### src/rtl/pipeline_stage_skid_pkg.sv
// rsc_pipe_pkg: shared RISC15 pipeline constants and the stage occupancy encoding
package rsc_pipe_pkg;
    localparam int RSC_IR_W = 16;
    localparam int RSC_DATA_W = 16;
    localparam logic [RSC_IR_W-1:0] RSC_NOP = 16'hF000;
    typedef enum logic [1:0] {
        OCC_EMPTY = 2'd0,
        OCC_ONE = 2'd1,
        OCC_FULL = 2'd2
    } occ_e;
endpackage

### src/rtl/pipeline_stage_skid_if.sv
// pipeline_stage_skid_if: handshake bundle of one elastic pipeline stage
//   upstream   : in_valid, in_ready, in_ir, in_data, in_ctrl, flush
//   downstream : out_valid, out_ready, out_ir, out_data, out_ctrl, occupancy
//   slave is the stage side, master the surrounding pipeline / bench side
interface pipeline_stage_skid_if #(
    parameter int IR_W = 16,
    parameter int DATA_W = 16,
    parameter int CTRL_W = 1
);
    logic in_valid;
    logic in_ready;
    logic [IR_W-1:0] in_ir;
    logic [DATA_W-1:0] in_data;
    logic [CTRL_W-1:0] in_ctrl;
    logic flush;
    logic out_valid;
    logic out_ready;
    logic [IR_W-1:0] out_ir;
    logic [DATA_W-1:0] out_data;
    logic [CTRL_W-1:0] out_ctrl;
    logic [1:0] occupancy;
    modport slave (
        input in_valid, in_ir, in_data, in_ctrl, flush, out_ready,
        output in_ready, out_valid, out_ir, out_data, out_ctrl, occupancy
    );
    modport master (
        output in_valid, in_ir, in_data, in_ctrl, flush, out_ready,
        input in_ready, out_valid, out_ir, out_data, out_ctrl, occupancy
    );
endinterface

### src/rtl/pipeline_stage_skid_entry.sv
// stage_entry: one {valid, ir, data, ctrl} holding register
//   load_i loads d_*_i, bubble_i loads the NOP bubble (bubble wins), else hold
//   valid_o/ir_o/data_o/ctrl_o present the held entry
module stage_entry #(
    parameter int IR_W = 16,
    parameter int DATA_W = 16,
    parameter int CTRL_W = 1,
    parameter logic [IR_W-1:0] NOP_IR = 16'hF000,
    parameter logic [CTRL_W-1:0] CTRL_RST = '1
) (
    input  logic clk,
    input  logic reset,
    input  logic load_i,
    input  logic bubble_i,
    input  logic d_valid_i,
    input  logic [IR_W-1:0] d_ir_i,
    input  logic [DATA_W-1:0] d_data_i,
    input  logic [CTRL_W-1:0] d_ctrl_i,
    output logic valid_o,
    output logic [IR_W-1:0] ir_o,
    output logic [DATA_W-1:0] data_o,
    output logic [CTRL_W-1:0] ctrl_o
);
    logic valid_q, valid_d;
    logic [IR_W-1:0] ir_q, ir_d;
    logic [DATA_W-1:0] data_q, data_d;
    logic [CTRL_W-1:0] ctrl_q, ctrl_d;
    always_comb begin
        valid_d = bubble_i ? 1'b0 : load_i ? d_valid_i : valid_q;
        ir_d = bubble_i ? NOP_IR : load_i ? d_ir_i : ir_q;
        data_d = bubble_i ? '0 : load_i ? d_data_i : data_q;
        ctrl_d = bubble_i ? CTRL_RST : load_i ? d_ctrl_i : ctrl_q;
    end
    always_ff @(posedge clk or posedge reset) begin
        if (reset) begin
            valid_q <= 1'b0;
            ir_q <= NOP_IR;
            data_q <= '0;
            ctrl_q <= CTRL_RST;
        end else begin
            valid_q <= valid_d;
            ir_q <= ir_d;
            data_q <= data_d;
            ctrl_q <= ctrl_d;
        end
    end
    assign valid_o = valid_q;
    assign ir_o = ir_q;
    assign data_o = data_q;
    assign ctrl_o = ctrl_q;
endmodule

### src/rtl/pipeline_stage_skid.sv
// pipeline_stage_skid: elastic RISC15 pipeline register with 2-entry skid and flush-to-NOP
//   clk, reset : rising-edge clock, async active-high reset
//   bus        : slave side of pipeline_stage_skid_if (valid/ready in and out, flush, occupancy)
module pipeline_stage_skid
    import rsc_pipe_pkg::*;
#(
    parameter int IR_W = RSC_IR_W,
    parameter int DATA_W = RSC_DATA_W,
    parameter int CTRL_W = 1,
    parameter logic [IR_W-1:0] NOP_IR = RSC_NOP,
    parameter logic [CTRL_W-1:0] CTRL_RST = '1
) (
    input logic clk,
    input logic reset,
    pipeline_stage_skid_if.slave bus
);
    occ_e state_q, state_d;
    logic acc, pop;
    logic head_load, head_bubble, head_from_skid, skid_load, skid_bubble;
    logic head_valid, skid_valid;
    logic [IR_W-1:0] head_ir, skid_ir;
    logic [DATA_W-1:0] head_data, skid_data;
    logic [CTRL_W-1:0] head_ctrl, skid_ctrl;
    // in_ready decodes only the state flop, so no path from out_ready
    assign bus.in_ready = state_q != OCC_FULL;
    assign acc = bus.in_valid & bus.in_ready;
    assign pop = head_valid & bus.out_ready;
    always_ff @(posedge clk or posedge reset) begin
        if (reset) state_q <= OCC_EMPTY;
        else state_q <= state_d;
    end
    always_comb begin
        state_d = state_q;
        head_load = 1'b0;
        head_bubble = 1'b0;
        head_from_skid = 1'b0;
        skid_load = 1'b0;
        skid_bubble = 1'b0;
        if (bus.flush) begin
            // squash beats any accept/pop this cycle
            head_bubble = 1'b1;
            skid_bubble = 1'b1;
            state_d = OCC_EMPTY;
        end else begin
            case (state_q)
                OCC_EMPTY: begin
                    head_load = acc;
                    state_d = acc ? OCC_ONE : OCC_EMPTY;
                end
                OCC_ONE: begin
                    head_load = acc & pop;
                    skid_load = acc & !pop;
                    head_bubble = !acc & pop;
                    state_d = (acc & !pop) ? OCC_FULL : (!acc & pop) ? OCC_EMPTY : OCC_ONE;
                end
                default: begin
                    // skid moves up and leaves a bubble behind
                    head_load = pop;
                    head_from_skid = 1'b1;
                    skid_bubble = pop;
                    state_d = pop ? OCC_ONE : OCC_FULL;
                end
            endcase
        end
    end
    stage_entry #(.IR_W(IR_W), .DATA_W(DATA_W), .CTRL_W(CTRL_W), .NOP_IR(NOP_IR), .CTRL_RST(CTRL_RST)) u_head (
        .clk(clk),
        .reset(reset),
        .load_i(head_load),
        .bubble_i(head_bubble),
        .d_valid_i(head_from_skid ? skid_valid : 1'b1),
        .d_ir_i(head_from_skid ? skid_ir : bus.in_ir),
        .d_data_i(head_from_skid ? skid_data : bus.in_data),
        .d_ctrl_i(head_from_skid ? skid_ctrl : bus.in_ctrl),
        .valid_o(head_valid),
        .ir_o(head_ir),
        .data_o(head_data),
        .ctrl_o(head_ctrl)
    );
    stage_entry #(.IR_W(IR_W), .DATA_W(DATA_W), .CTRL_W(CTRL_W), .NOP_IR(NOP_IR), .CTRL_RST(CTRL_RST)) u_skid (
        .clk(clk),
        .reset(reset),
        .load_i(skid_load),
        .bubble_i(skid_bubble),
        .d_valid_i(1'b1),
        .d_ir_i(bus.in_ir),
        .d_data_i(bus.in_data),
        .d_ctrl_i(bus.in_ctrl),
        .valid_o(skid_valid),
        .ir_o(skid_ir),
        .data_o(skid_data),
        .ctrl_o(skid_ctrl)
    );
    assign bus.out_valid = head_valid;
    assign bus.out_ir = head_ir;
    assign bus.out_data = head_data;
    assign bus.out_ctrl = head_ctrl;
    assign bus.occupancy = state_q;
endmodule
### src/flat_wrapper.sv
// flat-port wrapper written by rule: the top's interface ports become plain ports
module pipeline_stage_skid_flat import rsc_pipe_pkg::*;
#(
    parameter int IR_W = RSC_IR_W,
    parameter int DATA_W = RSC_DATA_W,
    parameter int CTRL_W = 1,
    parameter logic [IR_W-1:0] NOP_IR = RSC_NOP,
    parameter logic [CTRL_W-1:0] CTRL_RST = '1
)
  (clk, reset, bus_in_valid, bus_in_ir, bus_in_data, bus_in_ctrl, bus_flush, bus_out_ready, bus_in_ready, bus_out_valid, bus_out_ir, bus_out_data, bus_out_ctrl, bus_occupancy);
  pipeline_stage_skid_if #(.IR_W(IR_W), .DATA_W(DATA_W), .CTRL_W(CTRL_W)) bus_i ();
  input logic clk;
  input logic reset;
  input wire logic [$bits(bus_i.in_valid)-1:0] bus_in_valid;
  input wire logic [$bits(bus_i.in_ir)-1:0] bus_in_ir;
  input wire logic [$bits(bus_i.in_data)-1:0] bus_in_data;
  input wire logic [$bits(bus_i.in_ctrl)-1:0] bus_in_ctrl;
  input wire logic [$bits(bus_i.flush)-1:0] bus_flush;
  input wire logic [$bits(bus_i.out_ready)-1:0] bus_out_ready;
  output wire logic [$bits(bus_i.in_ready)-1:0] bus_in_ready;
  output wire logic [$bits(bus_i.out_valid)-1:0] bus_out_valid;
  output wire logic [$bits(bus_i.out_ir)-1:0] bus_out_ir;
  output wire logic [$bits(bus_i.out_data)-1:0] bus_out_data;
  output wire logic [$bits(bus_i.out_ctrl)-1:0] bus_out_ctrl;
  output wire logic [$bits(bus_i.occupancy)-1:0] bus_occupancy;
  assign bus_i.in_valid = bus_in_valid;
  assign bus_i.in_ir = bus_in_ir;
  assign bus_i.in_data = bus_in_data;
  assign bus_i.in_ctrl = bus_in_ctrl;
  assign bus_i.flush = bus_flush;
  assign bus_i.out_ready = bus_out_ready;
  assign bus_in_ready = bus_i.in_ready;
  assign bus_out_valid = bus_i.out_valid;
  assign bus_out_ir = bus_i.out_ir;
  assign bus_out_data = bus_i.out_data;
  assign bus_out_ctrl = bus_i.out_ctrl;
  assign bus_occupancy = bus_i.occupancy;
  pipeline_stage_skid #(.IR_W(IR_W), .DATA_W(DATA_W), .CTRL_W(CTRL_W), .NOP_IR(NOP_IR), .CTRL_RST(CTRL_RST)) u_core (.clk(clk), .reset(reset), .bus(bus_i));
endmodule
### config.mk
export PLATFORM = sky130hd
export DESIGN_NAME = pipeline_stage_skid_flat
export DESIGN_NICKNAME = d
export VERILOG_FILES = /design/src/rtl/pipeline_stage_skid_pkg.sv /design/src/rtl/pipeline_stage_skid_if.sv /design/src/rtl/pipeline_stage_skid_entry.sv /design/src/rtl/pipeline_stage_skid.sv /design/src/flat_wrapper.sv
export SDC_FILE = /design/constraint.sdc
export NUM_CORES = 1
export LEC_CHECK = 0
export CORE_MARGIN = 4
export CORE_UTILIZATION = 30
export DETAILED_ROUTE_END_ITERATION = 8
export SLEW_MARGIN = 40
export SYNTH_ARGS = -nofsm -noshare
export SYNTH_HDL_FRONTEND = slang
export SYNTH_SLANG_ARGS = --single-unit
### constraint.sdc
create_clock -name clk -period 3.08 [get_ports clk]
set_input_delay 0.924 -clock clk [delete_from_list [all_inputs] [get_ports clk]]
set_output_delay 0.924 -clock clk [all_outputs]
set_load 0.01 [all_outputs]
# Word level (Yosys, flattened, before mapping)
# Index checks and enable logic that the tools add are counted.
# word_totals
regBits	70
input_bits	38
output_inout_bits	37
word_cells	58
# classes
eq_ne	2
n_mux	36
bitwise_logic	5
reduce_logical	6
# ops
cell	n
16-bit 2-to-1 mux	10
1-bit 2-to-1 mux	21
2-bit 2-to-1 mux	3
1-bit bitwise AND	5
2-bit case mux with 2 select lines	1
2-bit nonzero test	2
2-bit by 1-bit == test with 1-bit output, second input constant	1
1-bit zero test	2
2-bit zero test	1
2-bit inequality test, second input constant	1
1-bit case mux with 2 select lines	1
2-bit OR reduction	1

# Logic depth before layout (Yosys ltp)
# depth
word_depth	8
depth_mapped	9
ltp_nobuf	6

# Hierarchy
# Synthesis repeated with hierarchy kept, for this count alone.
# unflattened
cells_unflattened	285
area_unflattened_um2	3623.5
# by_module_without_submodules
mod	instances	cells_per_inst	area_per_inst_um2	seq_area_each_um2
stage_entry	2	111	1426.4	857.1
pipeline_stage_skid	1	63	770.7	50.0

# Worst setup path after synthesis
# OpenSTA, ideal clock, no wires.
# synth_timing
path_type	input port to flip-flop
from	in bus_in_valid
to	reg u_core.u_skid.ctrl_q (netlist: u_core.u_skid.ctrl_o)
setup_ns	0.080
arrival_ns	2.096
t_required_ns	3.000
path_slack_ns	0.904
stages	5
path_buffers	0
cell_sequence	and2_1 > ha_1 > and3b_1 > or3_1 > o22a_1
# synth_between
elab_chain_len	5
# synth_rtl
element	line	source
from (decl)	flat_wrapper.sv:14	input wire logic [$bits(bus_i.in_valid)-1:0] bus_in_valid;
1-bit bitwise AND	pipeline_stage_skid.sv:26	assign acc = bus.in_valid & bus.in_ready;
1-bit bitwise AND	pipeline_stage_skid.sv:52	skid_load = acc & !pop;
1-bit 2-to-1 mux	pipeline_stage_skid.sv:45	case (state_q)
1-bit 2-to-1 mux	pipeline_stage_skid.sv:39	if (bus.flush) begin
2-bit nonzero test (no line)	-	
to (signal assigned)	pipeline_stage_skid_entry.sv:44	ctrl_q <= ctrl_d;
to (decl)	pipeline_stage_skid_entry.sv:27	logic [CTRL_W-1:0] ctrl_q, ctrl_d;
# Every way passes these cells.
# A chain may end at the register's enable or synchronous reset.

# Worst setup path after layout
# layout_timing
from	reg u_core.state_q[1] (netlist: u_core.bus.occupancy[1])
to	out bus_in_ready
# layout_between
elab_chain_len	1
# layout_rtl
element	line	source
from (decl)	pipeline_stage_skid.sv:17	occ_e state_q, state_d;
from (signal assigned)	pipeline_stage_skid.sv:30	else state_q <= state_d;
2-bit inequality test	pipeline_stage_skid.sv:25	assign bus.in_ready = state_q != OCC_FULL;
to (decl)	flat_wrapper.sv:20	output wire logic [$bits(bus_i.in_ready)-1:0] bus_in_ready;
# Every way passes these cells.

==> impl_metrics.json <==
{
  "synthArstFlopShare": 1.00,
  "cap_violations": 0,
  "synth_top_area_frac": 0.465,
  "post_cts_buffers": 0,
  "yosysWarnings": 0,
  "wirelength_um": 8210,
  "antennaDiodeCount": 0,
  "clock_latency_ns": 0.34,
  "synth_ff_type": "dfrtp_1",
  "layout_min_cycle_time_ns": 2.61,
  "synth_edf_count": 0,
  "slew_headroom": 0.543,
  "path_class": "reg2out",
  "status": "finished, final reports clean",
  "hold_end": "u_core.u_skid.data_o[3]",
  "powerDensity_nw_per_um2": 546,
  "cts_tree": "yes",
  "antenna_found_initial": 0,
  "fin_util": 0.413,
  "p_clk_frac": 0.311,
  "cts_max_path_buffers": 2,
  "ys_types": 36,
  "place.gp.congestion": 0.732,
  "drt-initial-drc-count": 110,
  "share_comb_of_total_power": 0.232,
  "post_cts_resized": 0,
  "p_leak_nw": 2.00,
  "root_buffer": "clkbuf_8",
  "grt_pass1_wl_um": 13300,
  "rsz0062_at_grt": "false",
  "vdd_drop_max_v": 0.000197,
  "reg2reg_depth": 6,
  "tightest_slew_ns": 0.685,
  "startpoint_type": "register",
  "max_freq_mhz": 383,
  "num_vias": 2417,
  "ys_top_cells_by_area": "dfrtp_1 (47%), mux2i_1 (10%), dfstp_2 (8.1%)",
  "synth_fp_nets": 300,
  "syn_avg_cell_area_sq_um": 12.4,
  "hp-start": "u_core.u_skid.data_o[3]",
  "grt_max_degree": 71,
  "vias_per_cell": 5.11,
  "synth-seq-cells": 70,
  "hold_path_class": "reg2reg",
  "yosysTopAreaCell": "dfrtp_1",
  "post-place-ws_ns": 0.138,
  "slew_violations": 0,
  "p_sw_mw": 0.686,
  "cts_max_level": 3,
  "netlist_area_sq_um": 3230,
  "route.detailed.drc": 0,
  "ys_seq_area_frac": 0.547,
  "worstPathMaxFanout": 15,
  "clk_pin_slew_ns": 0.08,
  "grt_overflow": 0,
  "layout-drive-gt1-share": 0.136,
  "wl_per_cell_um": 17.4,
  "num_rows": 37,
  "first_global_vias": 2451,
  "whs_path_depth": 1,
  "worst_slack_ns": 0.471,
  "coreArea_sq_um": 10400,
  "internal_power_mw": 1.66,
  "crit_path_end_kind": "output pin",
  "io_buffers": 74,
  "min_period_over_period": 0.847,
  "start_util": 0.310,
  "pwr-share-seq": 0.458,
  "postCtsHoldBufs": 0,
  "io_pins": 75,
  "cts.sinks": 70,
  "nFillCells": 1028,
  "tns_ns": 0,
  "rrSetupSlack_ns": 0.84,
  "hpwlAfterDp_um": 5330,
  "syn2layout_area_growth_pct": 33.3,
  "timing.rr.start": "u_core.bus.occupancy[1]",
  "setup_viol": 0,
  "dieArea_sq_um": 12500,
  "skew_ns": 0.00765,
  "synth_common_cells": "dfrtp_1 (60), mux2i_1 (33), a21oi_1 (31)",
  "nNetsFinal": 372,
  "synth_cells": 260,
  "synthMostInstantiatedCell": "dfrtp_1",
  "required_ns": 2.16,
  "die_x_um": 112,
  "die_h_um": 112,
  "drt_first_pass_iters": 4,
  "arrival_ns": 1.68,
  "p_sw_frac": 0.292,
  "r2r_end": "u_core.u_skid.ir_o[14]",
  "drtAntennaViolNets": 0,
  "finalHoldViolCount": 0,
  "cts_inserted_buffers": 9,
  "grt_use_total": 0.134,
  "design_power_total_mw": 2.35
}
-- per-stage QoR --
stage | instances | area (sq um) | hold WS [ns]
floorplan | 260 | 3230 | 0.472
global placement | 457 | 4100 | 0.487
detailed placement | 457 | 4110 | 0.492
CTS | 473 | 4300 | 0.510
global route | 473 | 4300 | 0.520
finish | 473 | 4300 | 0.505
-- layout by cell type, fill, tap and decap left out, drive strengths merged --
| cell | count |
|---|---|
| o22a | 5 |
| or2 | 1 |
| nor3b | 1 |
| clkinvlp | 3 |
| and2 | 1 |
| o211ai | 5 |
| a22o | 28 |
| and3 | 1 |
| nor2b | 2 |
| buf | 10 |
| clkbuf | 10 |
| nor3 | 1 |
| dfstp | 10 |
| mux2i | 33 |
| a211oi | 29 |
| a21oi | 31 |
| nand2 | 3 |
| or3 | 1 |
| and3b | 1 |
| inv | 3 |
| ha | 2 |
| nand2b | 3 |
| a2bb2oi | 2 |
| nor2 | 4 |
| nand3b | 2 |
| clkdlybuf4s50 | 74 |
| bufinv | 1 |
| dfrtp | 60 |
| clkinv | 2 |
| a21o | 1 |
| o2bb2ai | 1 |
| o211a | 1 |
| o21ai | 5 |
-- state kept, by name (all words and copies together) (netlist names) --
signal	flops
u_core.u_head.ctrl_o	1
u_core.u_head.ir_o	16
u_core.u_skid.ir_o	16
u_core.u_skid.valid_o	1
u_core.u_head.data_o	16
u_core.u_skid.ctrl_o	1
u_core.u_head.valid_o	1
u_core.u_skid.data_o	16
u_core.bus.occupancy	2
-- cell type report --
class	count	area, sq um	area share
Multi-Input combinational cell	164	1310	0.305
Timing Repair Buffer	84	853	0.198
Inverter	3	11.3	0.00262
Clock buffer	10	128	0.0297
Clock inverter	6	62.6	0.0145
Tap cell	136	170	0.0396
Sequential cell	70	1760	0.410
-- logic make-up after synthesis --
| group | Yosys count | synth area share |
|---|---|---|
| compound gates | 108 | 0.240 |
| fa+ha+maj | 2 | 0.00775 |
| buf+inv | 26 | 0.0543 |
| flops | 70 | 0.547 |
| mux | 33 | 0.102 |
| simple gates | 21 | 0.0489 |
-- critical path: stages, from the launching register on --
cell,delay (ns)
dfrtp_1,0.70
nand2b_1,0.13
clkdlybuf4s50_1,0.51
-- worst max-delay path by stage --
stage | start | end | slack, ns
floorplan | reset | u_core.bus.occupancy[0] | 0.40
global placement | bus_out_ready | u_core.u_skid.ir_o[13] | 0.21
detailed placement | bus_out_ready | u_core.u_skid.ir_o[14] | 0.14
CTS | u_core.bus.occupancy[0] | bus_in_ready | 0.44
global route | u_core.bus.occupancy[0] | bus_in_ready | 0.38
finish | u_core.bus.occupancy[1] | bus_in_ready | 0.47
-- power groups by stage --
stage	logic [mW]	clock network, mW	registers (mW)
after floorplan	0.273	0	1.10
after global placement	0.545	0	1.09
after detailed placement	0.554	0	1.09
after CTS	0.555	0.749	1.08
after global routing	0.595	0.794	1.09
final	0.544	0.730	1.07
-- metal layers --
layer  up-vias  wire length (um)  track usage
li1       1135                 -            -
met1      1202              3920        0.185
met2        72              3810        0.205
met3         8               407       0.0353
met4         0                79       0.0438
met5         -                 0            0
No activity file was read; power rests on OpenSTA's default activity.
